==> config.mk <==
export PLATFORM = sky130hd
export DESIGN_NAME = id_ex_pipe
export DESIGN_NICKNAME = d
export VERILOG_FILES = /design/src/rtl/id_ex_pipe_pkg.sv /design/src/rtl/id_ex_pipe_skid.sv /design/src/rtl/id_ex_pipe.sv
export SDC_FILE = /design/constraint.sdc
export NUM_CORES = 1
export LEC_CHECK = 0
export ABC_AREA = 1
export BUFFER_PORTS_ARGS = -buffer_cell sky130_fd_sc_hd__buf_2
export CORE_MARGIN = 4
export CORE_UTILIZATION = 50
export CTS_CLUSTER_SIZE = 12
export DETAILED_ROUTE_END_ITERATION = 7
export PLACE_DENSITY = 0.77
export SYNTH_ARGS = -nofsm -noshare
export SYNTH_HDL_FRONTEND = slang
export SYNTH_HIERARCHICAL = 1
export SYNTH_SLANG_ARGS = --single-unit
==> constraint.sdc <==
create_clock -name clk -period 1.7 [get_ports clk]
set_clock_uncertainty 0.2 [all_clocks]
set_input_delay 0.255 -clock clk [delete_from_list [all_inputs] [get_ports clk]]
set_output_delay 0.255 -clock clk [all_outputs]
set_load 0.01 [all_outputs]
==> src/rtl/id_ex_pipe_pkg.sv <==
// Shared decode/execute definitions: default widths, NOP encodings and zero constants.
// Imported by the ID/EX pipeline register and its testbench.
package id_ex_pipe_pkg;

   localparam int XLEN_DEF    = 32;
   localparam int ADDR_W_DEF  = 32;
   localparam int RADDR_W_DEF = 5;
   localparam int OP_W_DEF    = 7;

   localparam logic [6:0]  ALUOP_NOP    = 7'b0000000;
   localparam logic [2:0]  FUNCT3_NOP   = 3'b000;
   localparam logic [6:0]  FUNCT7_NOP   = 7'b0000000;
   localparam logic [31:0] ZERO_WORD    = 32'h0000_0000;
   localparam logic [4:0]  NOP_REG_ADDR = 5'b00000;

   // Packed bundle width: pc, aluop, funct3, funct7, reg1, reg2, imm, wreg, wd.
   function automatic int bundle_w(input int xlen, input int addr_w,
                                   input int raddr_w, input int op_w);
      return addr_w + op_w + 3 + 7 + 3 * xlen + 1 + raddr_w;
   endfunction

endpackage

==> src/rtl/id_ex_pipe_skid.sv <==
// Generic 2-entry valid/ready skid buffer with flush; 1-cycle latency, full throughput.
// in_ready is registered (skid empty) so upstream never sees out_ready combinationally.
module pipe_skid_buf #(
   parameter int W = 8
) (
   input  logic         clk,
   input  logic         rst,
   input  logic         flush,
   input  logic         in_valid,
   output logic         in_ready,
   input  logic [W-1:0] in_data,
   output logic         out_valid,
   input  logic         out_ready,
   output logic [W-1:0] out_data,
   output logic [1:0]   count
);

   logic         out_vld;
   logic         skid_vld;
   logic [W-1:0] out_dat;
   logic [W-1:0] skid_dat;
   logic         accept;
   logic         consume;

   assign accept  = in_valid & ~skid_vld;
   assign consume = out_vld & out_ready;

   always_ff @(posedge clk or negedge rst) begin
      if (!rst) begin
         out_vld  <= 1'b0;
         skid_vld <= 1'b0;
         out_dat  <= '0;
         skid_dat <= '0;
      end else if (flush) begin
         out_vld  <= 1'b0;
         skid_vld <= 1'b0;
      end else if (skid_vld) begin
         // Skid full means in_ready is low, so only a drain can happen here.
         if (consume) begin
            out_dat  <= skid_dat;
            skid_vld <= 1'b0;
         end
      end else if (accept) begin
         if (!out_vld || consume) begin
            out_vld <= 1'b1;
            out_dat <= in_data;
         end else begin
            skid_vld <= 1'b1;
            skid_dat <= in_data;
         end
      end else if (consume) begin
         out_vld <= 1'b0;
      end
   end

   assign in_ready  = ~skid_vld;
   assign out_valid = out_vld;
   assign out_data  = out_dat;
   assign count     = {out_vld & skid_vld, out_vld ^ skid_vld};

endmodule

==> src/rtl/id_ex_pipe.sv <==
// ID/EX pipeline register: 1-cycle latency, full throughput, 2-deep skid so id_ready is registered.
// Flush and reset kill held bundles; idle outputs show NOP encodings and never enable writeback.
module id_ex_pipe
   import id_ex_pipe_pkg::*;
#(
   parameter int XLEN    = XLEN_DEF,
   parameter int ADDR_W  = ADDR_W_DEF,
   parameter int RADDR_W = RADDR_W_DEF,
   parameter int OP_W    = OP_W_DEF
) (
   input  logic               clk,
   input  logic               rst,
   input  logic               flush,
   input  logic               id_valid,
   output logic               id_ready,
   input  logic [ADDR_W-1:0]  id_pc,
   input  logic [OP_W-1:0]    id_aluop,
   input  logic [2:0]         id_alufunct3,
   input  logic [6:0]         id_alufunct7,
   input  logic [XLEN-1:0]    id_reg1,
   input  logic [XLEN-1:0]    id_reg2,
   input  logic [XLEN-1:0]    id_imm,
   input  logic               id_wreg,
   input  logic [RADDR_W-1:0] id_wd,
   output logic               ex_valid,
   input  logic               ex_ready,
   output logic [ADDR_W-1:0]  ex_pc,
   output logic [OP_W-1:0]    ex_aluop,
   output logic [2:0]         ex_alufunct3,
   output logic [6:0]         ex_alufunct7,
   output logic [XLEN-1:0]    ex_reg1,
   output logic [XLEN-1:0]    ex_reg2,
   output logic [XLEN-1:0]    ex_imm,
   output logic               ex_wreg,
   output logic [RADDR_W-1:0] ex_wd,
   output logic [1:0]         occupancy
);

   localparam int W = bundle_w(XLEN, ADDR_W, RADDR_W, OP_W);

   logic [W-1:0]       in_bus;
   logic [W-1:0]       out_bus;
   logic               held_vld;
   logic [ADDR_W-1:0]  s_pc;
   logic [OP_W-1:0]    s_aluop;
   logic [2:0]         s_funct3;
   logic [6:0]         s_funct7;
   logic [XLEN-1:0]    s_reg1;
   logic [XLEN-1:0]    s_reg2;
   logic [XLEN-1:0]    s_imm;
   logic               s_wreg;
   logic [RADDR_W-1:0] s_wd;

   assign in_bus = {id_pc, id_aluop, id_alufunct3, id_alufunct7,
                    id_reg1, id_reg2, id_imm, id_wreg, id_wd};

   pipe_skid_buf #(.W(W)) u_skid (
      .clk       (clk),
      .rst       (rst),
      .flush     (flush),
      .in_valid  (id_valid),
      .in_ready  (id_ready),
      .in_data   (in_bus),
      .out_valid (held_vld),
      .out_ready (ex_ready),
      .out_data  (out_bus),
      .count     (occupancy)
   );

   assign {s_pc, s_aluop, s_funct3, s_funct7,
           s_reg1, s_reg2, s_imm, s_wreg, s_wd} = out_bus;

   // Bubbles present as NOPs; a write to x0 is never a real writeback.
   assign ex_valid     = held_vld;
   assign ex_pc        = held_vld ? s_pc     : ADDR_W'(ZERO_WORD);
   assign ex_aluop     = held_vld ? s_aluop  : OP_W'(ALUOP_NOP);
   assign ex_alufunct3 = held_vld ? s_funct3 : FUNCT3_NOP;
   assign ex_alufunct7 = held_vld ? s_funct7 : FUNCT7_NOP;
   assign ex_reg1      = held_vld ? s_reg1   : XLEN'(ZERO_WORD);
   assign ex_reg2      = held_vld ? s_reg2   : XLEN'(ZERO_WORD);
   assign ex_imm       = held_vld ? s_imm    : XLEN'(ZERO_WORD);
   assign ex_wd        = held_vld ? s_wd     : RADDR_W'(NOP_REG_ADDR);
   assign ex_wreg      = held_vld & s_wreg & (s_wd != '0);

endmodule

==> out/summary.txt, run 1 <==
================================================================================
Result of the run ................................................. finished, violations left
Failing checks .................................................... negative setup slack
Final worst hold slack ............................................      48.8 ps
Class of the tightest hold or removal check .......................     in2async
Static leakage ....................................................    0.0124 µW
Start-to-end type of the worst setup path .........................      reg2out
Area of the mapped netlist ........................................    14700 µm²
First-pass GRT wire length ........................................      77.3 mm
Std-Cell Rows .....................................................           62
Slowest library cell on the worst path ............................ sky130_fd_sc_hd__dfrtp_4
WL/cell ...........................................................      18.7 µm
Clock transition at the registers of the reported paths ...........        60 ps
Area overhead of the layout relative to synthesis .................        47.2%
Drt via density ...................................................         5.45
Detailed placement HPWL ...........................................      25.7 mm
Hold Vio Cnt, Final ...............................................            0
Post-Synthesis Cells ..............................................         1976
Top-level I/O count ...............................................          311
TritonCTS clock tree ..............................................         done
Top library cells by usage in the layout, fill and taps aside ..... sky130_fd_sc_hd__nand2_1 (690), sky130_fd_sc_hd__dfrtp_1 (302), sky130_fd_sc_hd__o21ai_0 (276)
Sort of element at the end of the critical path ...................   output pin
PwrDens ...........................................................  1040 nW/µm²
Worst-path maximum fanout .........................................           14
Synth Warn # ......................................................            6
Total clock buffers created by CTS ................................           34
Synthesized flop and latch total ..................................          304
Final weighted congestion in routability-driven placement .........        0.823
GRT Total Usage ...................................................        28.7%
Transition time at the pin with the least slew margin .............       394 ps
Initial antenna violation count ...................................            2
Required time at the worst-slack endpoint .........................      1240 ps
Data arrival, critical path .......................................      1690 ps
Most common cell after layout, fill and taps aside ................ sky130_fd_sc_hd__nand2_1
Residual DRC ......................................................            0
Critical R2R Launch ............................................... u_skid/out_valid
Number of violations of the max-capacitance limit .................            0
Worst-case setup slack after placement ............................      -128 ps
CP cell instances ................................................. buf_12, buf_16, nand2_2, inv_1, buf_2
Cell type group with the largest total delay on the critical path .   flip-flops
Number of global-route vias before repair .........................        15.1k
Share of cells above drive strength 1 .............................        25.2%
Setup slack of the critical path after layout .....................      -441 ps
Chip height .......................................................       179 µm
Unrepaired setup endpoints after global routing ...................         true
CP bufs+invs ......................................................            4
Fill cell total of the finished layout ............................         1885
Worst reg2reg setup slack .........................................      -320 ps
Max frequency .....................................................      467 MHz
Final ANT Viol Nets ...............................................            0
First-pass DRT Iterations .........................................            6
Average footprint of a synthesized cell ...........................     7.44 µm²
Crit share post-route .............................................         126%
Crit Reg-Reg Endpoint ............................................. u_skid/out_data[69]
Slew Limit Fails ..................................................            0
Violation count after the first detailed-route iteration ..........         1925
Unique masters post-synth .........................................           14
Post-layout minimum cycle time ....................................      2140 ps
Max rail drop VDD .................................................   0.000747 V
Initial core utilization ..........................................        50.9%
Total die area ....................................................    32200 µm²
Depth of the most critical reg-to-reg path ........................            8
Clock latency reported for the late side of the worst-skew pair ...       500 ps
CTS H-tree lvls ...................................................            2
Headroom to the max-slew limit ....................................        73.7%
DIE WIDTH .........................................................       179 µm
Final wirelength ..................................................      53.8 mm
Final global-route overflow total .................................            0
Port buffer count .................................................          310
Clock tree sinks ..................................................          304
Count of endpoints failing setup in the final report ..............          457
Clock root cell ................................................... sky130_fd_sc_hd__clkbuf_16
Via count of the routed design ....................................        15.7k
Final nets ........................................................         2619
Largest buffer count on any clock path ............................            3
Floorplan core area ...............................................    28900 µm²
Kind of start point of the critical path ..........................    flip-flop
Part of the Yosys area used for sequential elements ...............        51.8%
Largest net degree at the start of global routing .................          100
Layout Utilization ................................................        74.9%
Post-synthesis net count ..........................................         2133
CP peak stage delay ...............................................       570 ps
================================================================================
-- Yosys cell counts --
cell type,n,area [µm²]
sky130_fd_sc_hd__a21oi_4,1,16.3
sky130_fd_sc_hd__o21ai_0,302,1510
sky130_fd_sc_hd__nand3_1,157,786
sky130_fd_sc_hd__inv_2,21,78.8
sky130_fd_sc_hd__clkbuf_1,45,169
sky130_fd_sc_hd__buf_4,4,30.0
sky130_fd_sc_hd__inv_1,288,1080
sky130_fd_sc_hd__nand2_1,755,2830
sky130_fd_sc_hd__dfrtp_1,304,7610
sky130_fd_sc_hd__buf_2,72,360
sky130_fd_sc_hd__buf_6,11,124
sky130_fd_sc_hd__ha_1,1,12.5
sky130_fd_sc_hd__nand2_2,11,68.8
sky130_fd_sc_hd__nor2_1,4,15.0
-- area by class of cell --
cell class / count / area [µm²] / share of cell area, %
flip-flops and latches: 304 / 7610 / 35.2
clock buffers: 51 / 1020 / 4.71
clock inverters: 7 / 41.3 / 0.191
multi-input cells: 1234 / 5710 / 26.4
well taps: 384 / 480 / 2.22
diodes: 4 / 10.0 / 0.0463
inverters: 309 / 1160 / 5.39
repair buffers: 579 / 5580 / 25.8
-- power breakdown --
| part | switching, µW | internal (µW) |
|---|---|---|
| Clock | 2970 | 4140 |
| Combinational | 2910 | 2390 |
| Sequential | 1190 | 8980 |
| Total | 7070 | 15500 |
-- worst reg2reg max path, cell delays in order (launching register included) --
cell	delay (ps)
sky130_fd_sc_hd__dfrtp_4	570
sky130_fd_sc_hd__buf_4	180
sky130_fd_sc_hd__nand2_1	140
sky130_fd_sc_hd__a21oi_4	80
sky130_fd_sc_hd__buf_12	150
sky130_fd_sc_hd__buf_4	160
sky130_fd_sc_hd__bufbuf_16	290
sky130_fd_sc_hd__nand3_1	80
sky130_fd_sc_hd__nand2_1	60
-- per-layer routing --
metal	up-vias	GRT usage (%)	part of all wire, %
met5	-	0	0.013
met4	2	10.9	5.1
met3	226	6.69	9.9
met2	1035	47.1	48
met1	7381	37.3	37
li1	7011	-	-
-- stage by stage --
step | std cells | TNS, ps | total power (µW) | area, µm²
global placement | 2595 | -8290 | 13600 | 16900
detailed placement | 2595 | -16330 | 13800 | 16900
floorplan | 1976 | 0 | 12200 | 14700
CTS | 2848 | -124010 | 21800 | 20700
global route | 2869 | -142000 | 23700 | 21600
finish | 2872 | -116210 | 22600 | 21600
-- timing repair --
item | CTS | global route
cloned | 20 | 16
buffers inserted | 20 | 4
hold buffers | 155 | 0
gates resized for setup | 124 | 162
pin swaps | 4 | 9
endpoints found under the hold margin | 605 | 0
setup endpoints to repair | 450 | 459
-- worst max path at each step --
| stage | from | end | slack (ps) | cells after the start |
|---|---|---|---|---|
| floorplan | u_skid/skid_vld | u_skid/out_data[86] | 20 | 8 |
| detailed placement | u_skid/skid_vld | u_skid/out_data[45] | -130 | 7 |
| global placement | u_skid/skid_vld | u_skid/out_data[45] | -110 | 7 |
| finish | u_skid/out_valid | ex_reg1[26] | -440 | 5 |
| global route | u_skid/out_valid | ex_reg2[22] | -480 | 5 |
| CTS | u_skid/out_valid | ex_reg2[20] | -430 | 5 |
-- cell families after synthesis --
| family | share of synthesized area, % |
|---|---|
| AO/OA/AOI/OAI | 10.4 |
| AND/OR/NAND/NOR | 25.2 |
| flip-flops | 51.8 |
| buffers and inverters | 12.5 |
| adder cells (fa/ha/maj) | 0.0851 |
-- flip-flops by register name, indices dropped and copies added (netlist names) --
name,cells
u_skid/out_valid,1
u_skid/skid_vld,1
u_skid/skid_dat,151
u_skid/out_data,151
No activity file was read; power rests on OpenSTA's default activity.
==> inputs of run 2 (changes only) <==
--- a/config.mk
+++ b/config.mk
@@ -7,6 +7,7 @@
 export LEC_CHECK = 0
 export ABC_AREA = 1
 export BUFFER_PORTS_ARGS = -buffer_cell sky130_fd_sc_hd__buf_2
+export CORE_ASPECT_RATIO = 0.8
 export CORE_MARGIN = 4
 export CORE_UTILIZATION = 50
 export CTS_CLUSTER_SIZE = 12
==> out/summary.txt, run 2 (same netlist as run 1, synthesis figures left out) <==
================================================================================
Cell depth of the worst hold path .................................            6
PwrDens ...........................................................   997 nW/µm²
Slew Limit Fails ..................................................            0
CP bufs+invs ......................................................            4
Headroom to the max-slew limit ....................................        65.9%
Transition time at the pin with the least slew margin .............       506 ps
First-pass GRT wire length ........................................      89.6 mm
Hold Vio Cnt, Final ...............................................            0
Area overhead of the layout relative to synthesis .................        66.4%
Clock transition at the registers of the reported paths ...........        60 ps
Drt via density ...................................................         6.13
Largest buffer count on any clock path ............................            3
Startpoint of the lowest-slack hold path ..........................     ex_ready
Worst-case setup slack after placement ............................      -185 ps
Clock tree sinks ..................................................          304
Share of cells above drive strength 1 .............................        35.1%
Crit Reg-Reg Endpoint ............................................. u_skid/out_data[24]
Result of the run ................................................. finished, violations left
CP peak stage delay ...............................................       480 ps
Detailed placement HPWL ...........................................      25.2 mm
Required time at the worst-slack endpoint .........................      1240 ps
Clock root cell ................................................... sky130_fd_sc_hd__clkbuf_16
Clock latency reported for the late side of the worst-skew pair ...       560 ps
Std-Cell Rows .....................................................           55
Kind of start point of the critical path ..........................    flip-flop
Unrepaired setup endpoints after global routing ...................         true
Static leakage ....................................................    0.0135 µW
Footprint of the multi-input gates ................................     6620 µm²
Initial antenna violation count ...................................            5
Final ANT Viol Nets ...............................................            0
Fill cell total of the finished layout ............................         1370
Worst-path maximum fanout .........................................           16
Critical R2R Launch ............................................... u_skid/skid_vld
Total die area ....................................................    32200 µm²
CTS H-tree lvls ...................................................            1
Final wirelength ..................................................      73.6 mm
Largest net degree at the start of global routing .................          104
Port buffer count .................................................          310
Data arrival, critical path .......................................      1770 ps
Floorplan core area ...............................................    28600 µm²
Initial core utilization ..........................................        51.3%
Chip height .......................................................       161 µm
Setup slack of the critical path after layout .....................      -523 ps
First-pass DRT Iterations .........................................            8
Final global-route overflow total .................................            0
Sort of element at the end of the critical path ...................   output pin
Placed Instance Area ..............................................    16700 µm²
Most common cell after layout, fill and taps aside ................ sky130_fd_sc_hd__nand2_1
Cell type group with the largest total delay on the critical path . buffers and inverters
Crit share post-route .............................................         131%
WHS Endpoint ...................................................... u_skid/out_valid
Violation count after the first detailed-route iteration ..........         2655
Class of the tightest hold or removal check .......................       in2reg
Non-Filler Cell Area, Final .......................................    24400 µm²
Max rail drop VDD .................................................   0.000755 V
Number of global-route vias before repair .........................        16.3k
Register area .....................................................     7610 µm²
Final nets ........................................................         2704
Slowest library cell on the worst path ............................ sky130_fd_sc_hd__dfrtp_4
Cell count after placement ........................................         2565
GRT Total Usage ...................................................        35.3%
Total clock buffers created by CTS ................................           31
DIE WIDTH .........................................................       200 µm
Total power draw ..................................................     24400 µW
Via count of the routed design ....................................        18.0k
Top library cells by usage in the layout, fill and taps aside ..... sky130_fd_sc_hd__nand2_1 (587), sky130_fd_sc_hd__dfrtp_1 (302), sky130_fd_sc_hd__buf_2 (252)
Source of the critical timing path ................................ u_skid/out_valid
Top-level I/O count ...............................................          311
Post-layout minimum cycle time ....................................      2220 ps
Start-to-end type of the worst setup path .........................      reg2out
Max frequency .....................................................      450 MHz
Count of endpoints failing setup in the final report ..............          459
WL/cell ...........................................................      25.1 µm
Number of violations of the max-capacitance limit .................            0
Failing checks .................................................... design-rule violations, negative setup slack
Final weighted congestion in routability-driven placement .........        0.837
Worst reg2reg setup slack .........................................      -440 ps
Final Instance Count excl. Fillers ................................         2937
TritonCTS clock tree ..............................................         done
Residual DRC ......................................................            2
CP cell instances ................................................. buf_12, buf_16, nand2_1, inv_1, buf_2
Depth of the most critical reg-to-reg path ........................            7
================================================================================
==> run 2: cell types whose count changed in the layout (fill, tap and decap cells not counted), sizes merged <==
cell and delta:
buf +73, bufbuf -1, clkinvlp -1, clkinv -5, bufinv +2, dlygate4sd3 +1
diode -1, clkbuf +13, nand2 -2
==> run 2: timing repair <==
item                                    in CTS  in global routing
endpoints found under the setup margin     453                459
pin swaps                                   11                 15
gates cloned                                52                 50
hold buffers                               156                  0
gates resized for setup                    280                447
endpoints found under the hold margin      608                  0
setup buffers                               41                 30
==> run 2: area by class of cell <==
cell class	count	area share, %
Sequential cell	304	31.1
Timing Repair Buffer	669	31.1
Multi-Input combinational cell	1232	27.1
Inverter	309	4.83
Clock buffer	47	3.62
Tap cell	370	1.89
Clock inverter	3	0.266
Antenna cell	3	0.0307
==> run 2: metrics by stage <==
stage / setup TNS (ps) / util (%) / hold WS (ps)
final: -148730 / 85.4 / 67.0
after global routing: -159380 / 85.4 / 99.2
after CTS: -148440 / 77.1 / 3.66
after detailed placement: -13320 / 58.3 / -45.6
after global placement: -6380 / 58.3 / -46.9
after floorplan: 0 / - / -241
==> run 2: layer usage <==
layer	routed length, µm	part of all wire (%)	up-vias	track usage [%]
met3	10100	14	605	6.61
met2	33100	45	1848	58.4
met1	23700	32	8339	44.5
li1	-	-	7208	-
met5	42	0.057	-	0
met4	6720	9.1	4	17.6
==> run 2: worst min-delay path: stages <==
cell                      delay (ps)
sky130_fd_sc_hd__buf_2           100
sky130_fd_sc_hd__buf_4           130
sky130_fd_sc_hd__inv_1            50
sky130_fd_sc_hd__nand2_2          80
sky130_fd_sc_hd__nand3_1         100
sky130_fd_sc_hd__nand2_2          80
==> run 2: where the power goes <==
part / internal [µW] / switching, µW / leakage [µW]
registers: 8980 / 1560 / 0.00381
logic: 3260 / 3690 / 0.00925
clock network: 3840 / 3050 / 0.000463
==> run 2: worst max path at each step <==
| stage | endpoint | slack (ps) | cells past startpoint |
|---|---|---|---|
| floorplan | u_skid/out_data[86] | 20 | 8 |
| global route | ex_pc[19] | -550 | 5 |
| finish | ex_pc[19] | -520 | 5 |
| CTS | occupancy[0] | -460 | 3 |
| detailed placement | u_skid/out_data[11] | -190 | 5 |
| global placement | u_skid/out_data[16] | -110 | 5 |
